## src/rtl/hilo_mult_controller_pkg.sv

```systemverilog
// Shared CPU definitions for the HI/LO multiply sequencer.
package hilo_mult_controller_pkg;

    // EX-stage op codes accepted by the HI/LO controller
    localparam logic [1:0] OP_MULT  = 2'b00;
    localparam logic [1:0] OP_MULTU = 2'b01;
    localparam logic [1:0] OP_MTHI  = 2'b10;
    localparam logic [1:0] OP_MTLO  = 2'b11;

    // Counter is wide enough for MUL_CYCLES-1 with MUL_CYCLES up to 16
    localparam int CNT_W = 4;

    typedef enum logic {
        ST_IDLE = 1'b0,
        ST_RUN  = 1'b1
    } state_t;

endpackage

```

## src/rtl/multiplier_unit.sv

```systemverilog
// Combinational 32x32 -> 64 multiplier. The controller holds its inputs
// stable for a fixed number of cycles, so this is a timed multicycle path.
module multiplier_unit (
    input  logic        enable,
    input  logic        rst,
    input  logic        is_signed,
    input  logic [31:0] a,
    input  logic [31:0] b,
    output logic [63:0] product
);

    logic [63:0] a_ext;
    logic [63:0] b_ext;

    // Sign- or zero-extend to 64 bits; the low 64 bits of the wide product
    // are then correct for both signed and unsigned operation.
    always_comb begin
        a_ext   = {{32{is_signed & a[31]}}, a};
        b_ext   = {{32{is_signed & b[31]}}, b};
        product = (enable && !rst) ? (a_ext * b_ext) : 64'd0;
    end

endmodule

```

## src/rtl/hilo_mult_controller.sv

```systemverilog
// Multicycle multiply sequencer and owner of the HI/LO registers.
module hilo_mult_controller
    import hilo_mult_controller_pkg::*;
#(
    parameter int MUL_CYCLES = 4
) (
    input  logic        clock_signal,
    input  logic        reset_signal_n,
    input  logic        op_valid,
    input  logic [1:0]  op_code,
    input  logic [31:0] operand_a,
    input  logic [31:0] operand_b,
    input  logic        flush,
    output logic        busy,
    output logic        done,
    output logic [31:0] hi_out,
    output logic [31:0] lo_out
);

    state_t             state, state_nxt;
    logic [CNT_W-1:0]   cnt, cnt_nxt;
    logic [31:0]        opa, opa_nxt;
    logic [31:0]        opb, opb_nxt;
    logic               sgn, sgn_nxt;
    logic [31:0]        hi, hi_nxt;
    logic [31:0]        lo, lo_nxt;
    logic               done_q, done_nxt;
    logic               accept;
    logic [63:0]        product;

    // Operands come only from the latched registers so they stay stable
    // for the whole RUN window regardless of what EX does meanwhile.
    multiplier_unit u_mul (
        .enable    (state == ST_RUN),
        .rst       (~reset_signal_n),
        .is_signed (sgn),
        .a         (opa),
        .b         (opb),
        .product   (product)
    );

    assign busy   = (state == ST_RUN);
    assign done   = done_q;
    assign hi_out = hi;
    assign lo_out = lo;
    assign accept = op_valid && !busy && !flush;

    // State, counter, operand and HI/LO registers
    always_ff @(posedge clock_signal or negedge reset_signal_n) begin
        if (!reset_signal_n) begin
            state  <= ST_IDLE;
            cnt    <= '0;
            opa    <= '0;
            opb    <= '0;
            sgn    <= 1'b0;
            hi     <= '0;
            lo     <= '0;
            done_q <= 1'b0;
        end else begin
            state  <= state_nxt;
            cnt    <= cnt_nxt;
            opa    <= opa_nxt;
            opb    <= opb_nxt;
            sgn    <= sgn_nxt;
            hi     <= hi_nxt;
            lo     <= lo_nxt;
            done_q <= done_nxt;
        end
    end

    // Next-state: accept in IDLE, count down in RUN, commit on cnt == 0
    // unless a flush arrives in the same cycle (flush wins).
    always_comb begin
        state_nxt = state;
        cnt_nxt   = cnt;
        opa_nxt   = opa;
        opb_nxt   = opb;
        sgn_nxt   = sgn;
        hi_nxt    = hi;
        lo_nxt    = lo;
        done_nxt  = 1'b0;
        case (state)
            ST_IDLE: begin
                if (accept) begin
                    case (op_code)
                        OP_MULT, OP_MULTU: begin
                            opa_nxt   = operand_a;
                            opb_nxt   = operand_b;
                            sgn_nxt   = (op_code == OP_MULT);
                            cnt_nxt   = CNT_W'(MUL_CYCLES - 1);
                            state_nxt = ST_RUN;
                        end
                        OP_MTHI: hi_nxt = operand_a;
                        default: lo_nxt = operand_a;
                    endcase
                end
            end
            default: begin
                if (flush) begin
                    state_nxt = ST_IDLE;
                end else if (cnt == '0) begin
                    hi_nxt    = product[63:32];
                    lo_nxt    = product[31:0];
                    done_nxt  = 1'b1;
                    state_nxt = ST_IDLE;
                end else begin
                    cnt_nxt = cnt - 1'b1;
                end
            end
        endcase
    end

endmodule

```

## config.mk

```make
export PLATFORM = sky130hd
export DESIGN_NAME = hilo_mult_controller
export DESIGN_NICKNAME = d
export VERILOG_FILES = /design/src/rtl/hilo_mult_controller_pkg.sv /design/src/rtl/multiplier_unit.sv /design/src/rtl/hilo_mult_controller.sv
export SDC_FILE = /design/constraint.sdc
export NUM_CORES = 2
export LEC_CHECK = 0
export CORE_UTILIZATION = 60
export CTS_BUF_LIST = sky130_fd_sc_hd__clkbuf_16
export DETAILED_ROUTE_END_ITERATION = 16
export PLACE_DENSITY = 0.78
export SYNTH_ARGS = -nofsm -noshare
export SYNTH_HDL_FRONTEND = slang
export SYNTH_SLANG_ARGS = --single-unit
```

## constraint.sdc

```tcl
create_clock -name clock_signal -period 14.3 [get_ports clock_signal]
set_clock_uncertainty 0.2 [all_clocks]
set_input_delay 2.86 -clock clock_signal [delete_from_list [all_inputs] [get_ports clock_signal]]
set_output_delay 2.86 -clock clock_signal [all_outputs]
set_load 0.1 [all_outputs]
```

# After elaboration in Yosys (flattened, before gate mapping)
# Cells that the tools add are included.
[word_totals]
ff_bits = 135
out_inout_bits = 66
word_cells = 59
[op_classes]
n_addsub = 1
mul = 1
eq_ne = 6
mux = 24
n_bitwise = 3
n_reduce_logical = 16
[ops]
columns = ["op", "count"]
rows = [
  ["$mux 32", 10],
  ["$mul 33x33->64", 1],
  ["$mux 64", 1],
  ["$mux 4", 5],
  ["$reduce_and 4->1", 3],
  ["$mux 1", 8],
  ["$reduce_bool 2->1", 3],
  ["$logic_not 4->1", 1],
  ["$ne 2x1->1 const B", 2],
  ["$ne 2x2->1 const B", 2],
  ["$sub 4x1->4 const B", 1],
  ["$logic_and 1x1->1", 3],
  ["$reduce_and 3->1", 1],
  ["$reduce_or 3->1", 1],
  ["$and 1x1->1", 2],
  ["$eq 2x1->1 const B", 1],
  ["$eq 2x2->1 const B", 1],
  ["$logic_not 1->1", 2],
  ["$logic_not 2->1", 1],
  ["$reduce_or 2->1", 1],
  ["$not 1->1", 1],
]

# Logic depth before layout (Yosys ltp)
[logic_depth]
ltp_word = 6
ltp_mapped = 32
mapped_depth_nobuf = 29

# Hierarchy
# From an unflattened synthesis, not the netlist that was laid out.
[hier_totals]
cells_unflattened = 4885
area_unflattened_um2 = 44219.9
[by_module_without_submodules]
columns = ["module", "n_inst", "cells_per_inst", "area_each_um2"]
rows = [
  ["multiplier_unit", 1, 4271, 38236.7],
  ["hilo_mult_controller", 1, 614, 5983.2],
]

# Worst setup path before layout
# No wires, ideal clock.
[synth_path]
path_kind = "register to register"
from = "register opa[31]"
to = "register hi[31], in the netlist hi_out[31]"
setup_ns = 0.128
t_arrival_ns = 8.249
required_ns = 13.972
setup_slack_ns = 5.722
stages_incl_launch_ff = 31
n_path_buf = 3
synth_period_minus_slack_ns = 8.578
cell_sequence = "dfrtp_1 -> clkbuf_1 -> and2_1 -> clkbuf_1 -> nand2_1 -> inv_1 -> fa_1 -> inv_1 -> fa_1 -> inv_1 -> fa_1 -> fa_1 -> inv_1 -> fa_1 -> inv_1 -> fa_1 -> inv_1 -> fa_1 -> fa_1 -> inv_1 -> ha_1 -> clkbuf_1 -> a21o_1 -> a21o_1 -> a2111oi_0 -> o311a_1 -> nor3_2 -> a211o_1 -> o31ai_1 -> xnor2_1 -> o21ai_1"
[synth_between]
elab_chain_len = 6
[synth_rtl]
columns = ["item", "line", "text"]
rows = [
  ["start, declared", "hilo_mult_controller.sv:22", "logic [31:0] opa, opa_nxt;"],
  ["start signal, assigned", "hilo_mult_controller.sv:62", "opa <= opa_nxt;"],
  ["$and 1x1->1", "multiplier_unit.sv:18", "a_ext = {{32{is_signed & a[31]}}, a};"],
  ["$mul 33x33->64 (*)", "multiplier_unit.sv:20", "product = (enable && !rst) ? (a_ext * b_ext) : 64'd0;"],
  ["$mux 64 (*)", "multiplier_unit.sv:20", ""],
  ["$mux 32 (*)", "hilo_mult_controller.sv:101", "end else if (cnt == '0) begin"],
  ["$mux 32 (*)", "hilo_mult_controller.sv:99", "if (flush) begin"],
  ["$mux 32 (*)", "hilo_mult_controller.sv:82", "case (state)"],
  ["end signal, assigned", "hilo_mult_controller.sv:65", "hi <= hi_nxt;"],
  ["end, declared", "hilo_mult_controller.sv:25", "logic [31:0] hi, hi_nxt;"],
]
# Mark *: on every way between the ends. The rest lies on a longest branch, timed or not. The select of a mux whose other input is x is not followed.
# A chain may end at the register's enable or synchronous reset.

# Worst setup path in the final report
[layout_path]
from = "register sgn"
to = "register hi[31], in the netlist hi_out[31]"
[layout_between]
elab_chain_len = 6
[layout_rtl]
columns = ["item", "line", "text"]
rows = [
  ["start, declared", "hilo_mult_controller.sv:24", "logic sgn, sgn_nxt;"],
  ["start signal, assigned", "hilo_mult_controller.sv:64", "sgn <= sgn_nxt;"],
  ["$and 1x1->1, on equally long branches", "multiplier_unit.sv:18, multiplier_unit.sv:19", ""],
  ["$mul 33x33->64 (*)", "multiplier_unit.sv:20", ""],
  ["$mux 64 (*)", "multiplier_unit.sv:20", ""],
  ["$mux 32 (*)", "hilo_mult_controller.sv:101", ""],
  ["$mux 32 (*)", "hilo_mult_controller.sv:99", ""],
  ["$mux 32 (*)", "hilo_mult_controller.sv:82", ""],
]
# Marked as above.

==> impl_metrics.json <==
{
  "syn_area_per_cell_um2": 9.304,
  "dr.pass1.iters": 5,
  "synth_top_area_cell": "fa_1",
  "min_to": "hi_out[1]",
  "reg2reg_to": "hi_out[31]",
  "holdBufCountCts": 0,
  "track_usage_pct": 33.16,
  "antenna_found_initial": 6,
  "slowest_delay_ns": 0.93,
  "drive_above_1_share_pct": 4.049,
  "via_count": 31570,
  "synth-edff-count": 0,
  "status": "completed",
  "setup_ws_ns": 4.280,
  "cts_max_level": 4,
  "slew_headroom_pct": 22.12,
  "n_fill_cell": 5612,
  "gr-total-overflow": 0,
  "synthCells": 4641,
  "cpMostUsedCell": "fa_1",
  "hold_viol": 0,
  "cp-end-kind": "flop",
  "grt_max_degree": 71,
  "reg2regPathDepth": 27,
  "layout.nets": 6013,
  "final_max_slew_viol_count": 0,
  "cts_tree": "yes",
  "clock_latency_ns": 0.48,
  "hpwlAfterDp_mm": 92.27,
  "post_cts_buffers": 0,
  "drv_cap": 0,
  "cp_top_family": "adder cells",
  "cp_max_fo": 22,
  "rrSetupSlack_ns": 4.28,
  "period_share_pct": 70.07,
  "pre_cts_slack_ns": 4.467,
  "cp.required_ns": 14.45,
  "ys_ff_latch": 135,
  "arrival_ns": 10.17,
  "first_global_vias": 35250,
  "cts_buffers": 17,
  "ant_nets": 0,
  "critPathSlowestCell": "fa_1",
  "hp-class": "flop to flop",
  "tightestPinTransition_ns": 1.168,
  "setup_tns_ns": 0,
  "grt_pass1_wl_mm": 186.3,
  "portBuffers": 135,
  "synth_top_area_share_pct": 52.16,
  "rsz0062_at_grt": "false",
  "clkTransAtPathRegs_ns": 0.08,
  "cp-start-kind": "flop",
  "ioPinCount": 136,
  "synth_area_leaders": "fa_1, inv_1, dfrtp_1",
  "min_period_ns": 10.02,
  "dieArea_mm2": 0.07304,
  "rows": 97,
  "wl_mm": 114.5,
  "ys_async_sr_fraction_pct": 100.0,
  "cts_root_buffer": "clkbuf_16",
  "synth_flop_cell": "dfrtp_1",
  "yosysSeqAreaShare_pct": 7.824,
  "hold_path_depth": 2,
  "die_x_um": 270.3,
  "first_iter_violations": 2219,
  "vias_per_cell": 5.678,
  "yosysWarningCount": 0,
  "syn_area_mm2": 0.04318,
  "cts.repair.resized": 0,
  "core_area_mm2": 0.07064,
  "worstReg2RegStart": "sgn",
  "yosysUniqueCellTypes": 57,
  "wl_per_cell_um": 20.60,
  "mostFrequentLayoutCells": "inv_1, fa_1, nand2_1",
  "die_h_um": 270.3,
  "syn_nets": 6049,
  "drc": 0,
  "syn2layout_area_growth_pct": 6.236,
  "setup_viol": 0,
  "cts.path.max_buffers": 2,
  "max_clock_freq_ghz": 0.09980,
  "layout_commonest_cell": "inv_1",
  "hold_path_startpoint": "hi_out[1]",
  "gp_congestion": 0.9275,
  "cts_sinks": 135,
  "crit_type": "flop to flop",
  "start_util_pct": 61.13,
  "path_buf_inv": 7
}
==> per-stage QoR <==
stage / instance area (µm²) / std cells / utilization [%] / hold slack [ns]
2_1_floorplan: 43180 / 4641 / - / 0.2625
3_3_place_gp: 45280 / 5526 / 64.10 / 0.2623
3_5_place_dp: 45280 / 5526 / 64.10 / 0.2735
4_1_cts: 45870 / 5558 / 64.94 / 0.2877
5_1_grt: 45870 / 5559 / 64.94 / 0.3137
6_report: 45870 / 5560 / 64.94 / 0.2850
==> worst max-delay path by stage <==
stage | end | slack, ns | cells after the start | start
global placement | hi_out[31] | 4.86 | 27 | sgn
floorplan | hi_out[31] | 5.72 | 30 | opa[31]
global route | hi_out[31] | 3.86 | 27 | sgn
CTS | hi_out[31] | 4.40 | 27 | sgn
finish | hi_out[31] | 4.28 | 27 | sgn
detailed placement | hi_out[31] | 4.47 | 28 | opa[31]
==> worst min-delay path, stage by stage, from the launching register on <==
cell and delay [ns]:
dfrtp_1 0.34, nand2_1 0.04, o21ai_0 0.06
==> layer usage <==
metal	vias up	wire, µm	track usage [%]
met5	-	36	0
met4	6	7222	18.27
met3	418	8560	4.908
met2	1385	59220	58.21
met1	16490	39500	39.17
li1	13270	-	-
==> Yosys cell counts, drive strengths merged, types with 3 or more instances <==
cell and instances:
a31oi 9, inv 1129, fa 1125, o31ai 4, a211oi 4, nand2 768, xnor2 53, mux2 64
o21bai 9, nand2b 8, and3 22, nand3 7, nor2b 36, clkbuf 259, nand4 14, a21oi 148
o211ai 5, mux2i 10, a41oi 5, or2 11, or3 3, o21ai 70, a21o 28, nor3 12
xor2 24, dfrtp 135, nor2 88, and2 347, ha 213, o31a 4, o21a 3
==> final cells by class <==
cell class / instances / area, µm² / area share [%]
multi-input combinational: 3117 / 34610 / 75.44
clock buffer: 17 / 425.4 / 0.9274
inverter: 1129 / 4238 / 9.238
antenna: 2 / 5.005 / 0.01091
tap: 940 / 1176 / 2.564
clock inverter: 15 / 162.7 / 0.3546
sequential: 135 / 3381 / 7.370
timing repair buffer: 205 / 1878 / 4.094
==> registers in the layout, indices dropped and copies added (netlist names) <==
register and cells:
hi_out 32, busy 1, done 1, opb 32, cnt 4, sgn 1, lo_out 32, opa 32
==> logic make-up (layout without fill, tap and decap cells) <==
group | count (synthesis) | in the layout | synth area share (%)
flops | 135 | 135 | 7.824
mux | 74 | 74 | 1.901
buf+inv | 1389 | 1366 | 12.07
other cells | 0 | 2 | 0
fa+ha+maj | 1338 | 1338 | 58.33
simple gates | 1328 | 1328 | 14.30
xor+xnor | 77 | 77 | 1.562
compound gates | 300 | 300 | 4.010
Power is not shown: default switching activity piles up to over one toggle a cycle in this logic, so the estimate is an artifact.
